## config.mk

```make
export PLATFORM = sky130hd
export DESIGN_NAME = mul16_rr_scheduler
export DESIGN_NICKNAME = d
export VERILOG_FILES = /design/src/rtl/mul16_rr_scheduler.sv
export SDC_FILE = /design/constraint.sdc
export NUM_CORES = 1
export LEC_CHECK = 0
export CELL_PAD_IN_SITES_DETAIL_PLACEMENT = 0
export CELL_PAD_IN_SITES_GLOBAL_PLACEMENT = 1
export CORE_AREA = 2 2 122 124
export CTS_CLUSTER_DIAMETER = 120
export CTS_CLUSTER_SIZE = 16
export DETAILED_ROUTE_END_ITERATION = 7
export DIE_AREA = 0 0 124 126
export PLACE_DENSITY_LB_ADDON = 0.1
export SYNTH_ARGS = -nofsm -noshare
export SYNTH_HDL_FRONTEND = slang
export SYNTH_SLANG_ARGS = --single-unit
```

## constraint.sdc

```tcl
create_clock -name clk -period 3.41 [get_ports clk]
set_input_delay 1.023 -clock clk [delete_from_list [all_inputs] [get_ports clk]]
set_output_delay 1.023 -clock clk [all_outputs]
set_load 0.005 [all_outputs]
```

## src/rtl/mul16_rr_scheduler.sv

```systemverilog
// Two-requester round-robin front end for a shared iterative shift-add unsigned multiplier.
// One adder step per cycle over W cycles. The product is held registered until the consumer takes it.
module mul16_rr_scheduler #(
    parameter int unsigned W = 16
) (
    input  logic             clk,
    input  logic             rst,
    input  logic             req0_valid,
    input  logic [W-1:0]     req0_a,
    input  logic [W-1:0]     req0_b,
    output logic             req0_ready,
    input  logic             req1_valid,
    input  logic [W-1:0]     req1_a,
    input  logic [W-1:0]     req1_b,
    output logic             req1_ready,
    output logic             res_valid,
    input  logic             res_ready,
    output logic             res_id,
    output logic [2*W-1:0]   res_data,
    output logic             busy
);

    localparam int unsigned CW = (W > 1) ? $clog2(W) : 1;

    localparam logic [1:0] IDLE = 2'd0;
    localparam logic [1:0] RUN  = 2'd1;
    localparam logic [1:0] DONE = 2'd2;

    logic [1:0]     state;
    logic [W-1:0]   mcand;
    logic [2*W-1:0] p;
    logic [CW-1:0]  count;
    logic           owner;
    logic           last_grant;

    logic           grant0;
    logic           grant1;
    logic [W:0]     sum;
    logic [2*W-1:0] p_next;

    // Readies are gated by rst so that every output reads 0 while reset is held.
    always_comb begin
        grant0 = 1'b0;
        grant1 = 1'b0;
        if (state == IDLE && !rst) begin
            if (req0_valid && req1_valid) begin
                grant0 = last_grant;
                grant1 = !last_grant;
            end else begin
                grant0 = req0_valid;
                grant1 = req1_valid;
            end
        end
    end

    assign req0_ready = grant0;
    assign req1_ready = grant1;
    assign busy       = (state != IDLE);

    // The sum keeps its carry bit; the shift moves that carry into the top of P.
    always_comb begin
        sum    = {1'b0, p[2*W-1:W]};
        if (p[0]) begin
            sum = {1'b0, p[2*W-1:W]} + {1'b0, mcand};
        end
        p_next = {sum, p[W-1:1]};
    end

    always_ff @(posedge clk or posedge rst) begin
        if (rst) begin
            state      <= IDLE;
            mcand      <= {W{1'b0}};
            p          <= {(2*W){1'b0}};
            count      <= {CW{1'b0}};
            owner      <= 1'b0;
            last_grant <= 1'b1;
            res_valid  <= 1'b0;
            res_id     <= 1'b0;
            res_data   <= {(2*W){1'b0}};
        end else begin
            case (state)
                IDLE: begin
                    if (grant0 || grant1) begin
                        mcand      <= grant1 ? req1_a : req0_a;
                        p          <= {{W{1'b0}}, (grant1 ? req1_b : req0_b)};
                        owner      <= grant1;
                        last_grant <= grant1;
                        count      <= {CW{1'b0}};
                        state      <= RUN;
                    end
                end
                RUN: begin
                    p     <= p_next;
                    count <= count + CW'(1);
                    if (count == CW'(W - 1)) begin
                        state     <= DONE;
                        res_valid <= 1'b1;
                        res_data  <= p_next;
                        res_id    <= owner;
                    end
                end
                DONE: begin
                    if (res_ready) begin
                        state     <= IDLE;
                        res_valid <= 1'b0;
                        res_id    <= 1'b0;
                        res_data  <= {(2*W){1'b0}};
                    end
                end
                default: state <= IDLE;
            endcase
        end
    end

endmodule

```

### Word level (Yosys, flattened, before mapping)

Cells that the tools add are included.

* logic and storage cells: 53
* bits in registers: 90

* equality and inequality tests: 6
* reduce and logical (&&, ||, !) cells: 13
* $add $sub $neg: 2
* multiplexer cells: 23

Operators with widths (count)
* 32-bit one-hot mux with 2 select lines: 2
* 32-bit 2-to-1 mux: 3
* 16-bit 2-to-1 mux: 2
* 16-bit by 16-bit adder with 17-bit output: 1
* 17-bit 2-to-1 mux: 1
* 4-bit one-hot mux with 2 select lines: 1
* 1-bit 2-to-1 mux: 7
* 2-bit 2-to-1 mux: 3
* 2-bit one-hot mux with 3 select lines: 1
* 3-bit AND reduction: 2
* 2-bit nonzero test: 3
* 4-bit by 1-bit adder with 4-bit output, second input constant: 1
* 4-bit equality test, second input constant: 1
* 4-bit 2-to-1 mux: 1
* 2-bit inequality test, second input constant: 2
* 1-bit one-hot mux with 2 select lines: 2
* 2-bit AND reduction: 2
* 2-bit by 1-bit equality test with 1-bit output, second input constant: 1
* 2-bit equality test, second input constant: 1
* 1-bit logical AND: 2
* 1-bit logical NOT: 2
* 2-bit logical NOT: 1
* 2-bit by 1-bit inequality test with 1-bit output, second input constant: 1
* 1-bit logical OR: 1

### Longest topological paths before layout

Gate-level depths: netlist of the first run.

* depth after elaboration: 6
* mapped depth: 8
* mapped depth without buffers: 8

### Least setup slack after synthesis of the first run

No wires, ideal clock.

* kind: input-to-output
* start point: input port rst
* end point: output port req0_ready
* setup slack: 0.711 ns
* cell stages on the path: 4
* arrival: 1.676 ns
* buffers on the path: 1
* path through: nor2_1 -> nand3_2 -> clkinv_1 -> buf_2

* word-level cells in the longest chain between the ends: 3

RTL lines
* start, declared: line 7 `input logic rst,`
* 1-bit logical NOT (no source line)
* 1-bit logical AND: line 45 `if (state == IDLE && !rst) begin`
* 1-bit 2-to-1 mux: line 45
* end, declared: line 11 `output logic req0_ready,`

No other way between the ends.

### Worst setup path after layout of the first run

* start point: input port req1_valid
* end point: output port req1_ready

* word-level cells in the longest chain between the ends: 3

RTL lines
* start, declared: line 12 `input logic req1_valid,`
* 1-bit logical AND: line 46 `if (req0_valid && req1_valid) begin`
* 1-bit 2-to-1 mux (*): line 46
* 1-bit 2-to-1 mux (*): line 45
* end, declared: line 15 `output logic req1_ready,`

Mark *: on every way between the ends. The rest lies on a longest branch, timed or not.

==> results of run 1 <==
cell families (layout without fill, tap and decap cells):
family	after synthesis	after routing	share of synthesized area, %
xor+xnor	6	6	1.10
compound gates	131	131	18.3
fa+ha+maj	18	18	4.88
simple gates	243	243	22.8
mux	9	9	2.00
flops	90	90	47.3
buf+inv	39	145	3.62
flip-flops by register name, indices dropped and copies added, names as in the netlist:
name	count
p	32
res_data	32
res_id	1
last_grant	1
count	4
owner	1
state	2
mcand	16
res_valid	1
metrics by stage:
step | worst slack, ns | instances | cell area, um2
5_1_grt | 0.0410 | 826 | 6350
4_1_cts | 0.000311 | 826 | 6350
3_5_place_dp | -0.0480 | 810 | 6040
6_report | 0.0871 | 826 | 6350
2_1_floorplan | 0.0534 | 536 | 4770
3_3_place_gp | -0.0467 | 810 | 6040
synthesized netlist by cell type (3+ instances only):
library cell | instances | area (um2)
or3_1 | 5 | 31.3
a21oi_1 | 23 | 115
inv_1 | 6 | 22.5
clkbuf_1 | 21 | 78.8
buf_2 | 5 | 25.0
o22ai_1 | 6 | 37.5
a222oi_1 | 9 | 90.1
mux2i_1 | 8 | 80.1
nor3_1 | 9 | 45.0
a21o_1 | 3 | 22.5
o21ai_0 | 35 | 175
nand2b_1 | 5 | 31.3
nand3_1 | 43 | 215
ha_1 | 17 | 213
a31oi_1 | 25 | 156
nor2_1 | 42 | 158
dfrtp_1 | 89 | 2230
nand3b_1 | 3 | 22.5
xnor2_1 | 4 | 35.0
nand2_1 | 118 | 443
and3_1 | 4 | 25.0
worst reg2reg max path, stage by stage (launching register included):
cell	delay, ns
dfrtp_1	0.40
ha_1	0.24
fa_1	0.43
a21o_4	0.25
a211oi_4	0.30
nor4b_4	0.12
o21ai_2	0.27
mux2i_1	0.26
o211ai_1	0.11
power by group:
group          internal, mW  switching, mW  total (mW)
registers              1.61          0.408        2.02
logic                  1.52           1.72        3.24
clock network         0.590          0.442        1.03
total                  3.71           2.57        6.28
per-layer routing:
layer  up-vias  wire length [um]  track usage (%)
li1       2116                 -                -
met1      2120              6890             26.9
met2        93              6780             30.5
met3        17               551             3.71
met4         0               323             6.81
met5         -                 0                0
final cells by class:
type,count,area share [%]
sequential,90,35.5
timing repair buffer,121,18.7
tap,184,3.62
inverter,8,0.492
clock inverter,6,1.02
multi-input combinational,407,37.0
clock buffer,10,3.76
worst max path at each step:
stage | cells after the start | end | start
floorplan | 1 | count[0] | rst
global placement | 5 | req1_ready | rst
detailed placement | 5 | req1_ready | rst
CTS | 6 | req0_ready | rst
global route | 4 | req1_ready | req1_valid
finish | 4 | req1_ready | req1_valid
layout by cell type, fill, tap and decap left out, drive strengths merged, types with 2 or more instances in the layout:
master / Yosys / routed
a211oi: 2 / 2
a21o: 5 / 5
a21oi: 25 / 25
a222oi: 9 / 9
a31oi: 25 / 25
and2: 3 / 3
and3: 4 / 4
buf: 7 / 16
clkbuf: 24 / 10
clkdlybuf4s50: 0 / 104
clkinv: 2 / 6
dfrtp: 89 / 89
ha: 17 / 17
inv: 6 / 6
mux2i: 8 / 8
nand2: 118 / 118
nand2b: 5 / 5
nand3: 44 / 44
nand3b: 3 / 3
nand4: 2 / 2
nor2: 42 / 42
nor3: 9 / 9
nor4: 2 / 2
o211ai: 3 / 3
o21a: 2 / 2
o21ai: 39 / 39
o22ai: 6 / 6
o311ai: 2 / 2
o31a: 2 / 2
o31ai: 2 / 2
or2: 2 / 2
or3: 5 / 5
xnor2: 4 / 4
xor2: 2 / 2
repair_timing:
item	CTS	global route
setup endpoints to repair	1	2
cloned	0	0
pin swaps	0	1
gates resized for setup	2	1
==> metrics.txt, run 1 <==
status finished, final reports clean; CP Launch Type input pin; TritonCTS clock tree built; yosys warns 0; Core Area 0.0143 mm2; cell-by-cell trace of the critical path clkdlybuf4s50_1 > nand3_2 > inv_1 > clkdlybuf4s50_1; clock skew 0.00902 ns; headroom to the max-slew limit 40.4%; height of the chip 126 um; Post-synth ARST share 100%; Tot GR Track Use 19.5%; Area Overhead vs Synth 33.3%; die area 0.0156 mm2; largest net degree at the start of global routing 91; Ports 106; Pwr Total 6.28 mW; Lkg Pwr 2.77 nW; FF/Latch Area 0.00225 mm2; final setup violation count 0; # diodes 0; Buffers & Inverters on Critical Path 3; CTS Buffer Depth 2; Mapped Cells 536; RR Endpoint res_data[27]; Mean Syn Cell Area 8.89 um2; gr ovfl total 0; Clock Latency Late Sink 0.35 ns; Mapped Nets 623; max-cap violations 0; number of port buffers 105; CTS sink cnt 90; GPL Wtd Cong 0.853; Initial Util 33.3%; Slowest-stage cell, CP clkdlybuf4s50_1; register area share after synthesis 47.3%; critical path's largest stage delay 0.52 ns; initial antenna violation count 0; hold-critical path depth 2; R2R Setup Slk 0.88 ns; hold_ws 0.468 ns; Nets 724; most frequent cell on the critical path clkdlybuf4s50_1; Mapped Area 0.00477 mm2; WL/cell 17.6 um; worst vdd ir 0.305 mV; cell family with the largest share of critical-path delay buffers and inverters; Post-synth EDFFs 0; Hold Crit Start last_grant; Hold Path End last_grant; Reg-to-Reg Start mcand[0]; critical path class input pin to output port; DRC marker count from the first detailed-route iteration 234; actual slew at the worst max-slew pin 0.893 ns; post-CTS setup buffer count 0; RSZ-0062 raised after global routing no; Fillers 1417; HPWL reported at the end of detailed placement 10.3 mm; Multi-input gate area 0.00235 mm2; final period utilization 97.4%; H-tree Lvls 3; Max Clock Freq 301 MHz; first-pass GRT wire length 23.3 mm; Clock transition at path regs 0.07 ns; share of post-route cells with drive strength above 1 8.10%; Synth cell types 64; Layout Utilization 44.4%; root buffer cell clkbuf_16; max-slew violations 0; CP required 2.39 ns; Final min period 3.32 ns; crit path DAT 2.30 ns; Die X 124 um; FP Rows 44; cts bufs inserted 9; worst-path maximum fanout 3; cts hold-fix bufs 0; Worst setup EP type output port; Hold Path Class register to register; Post-DRT Antenna Nets 0; total iterations of the first detailed-routing run 6; Total Wirelength 14.5 mm; top_reg_cell synth dfrtp_1; vias in the first global route 4409; number of remaining DRC errors 0; reg2reg path depth 8; vias after detailed routing 4346; setup_tns 0 ns; Seq cells post-synth 90; vias per inst 5.26; final hold violation count 0; PD cells 989 mW/mm2
Power figures use the tool's default switching activity.
==> inputs of run 2 (changes only) <==
Settings changed: GPL_ROUTABILITY_DRIVEN set to 1, HOLD_SLACK_MARGIN set to 0.02.
==> results of run 2 <==
The final DEF is identical to that of run 1; final timing and power are the same.
==> inputs of run 3 (changes only) <==
Settings changed: ABC_CLOCK_PERIOD_IN_PS set to 3410.
==> results of run 3 <==
The final DEF is identical to that of run 1; final timing and power are the same.
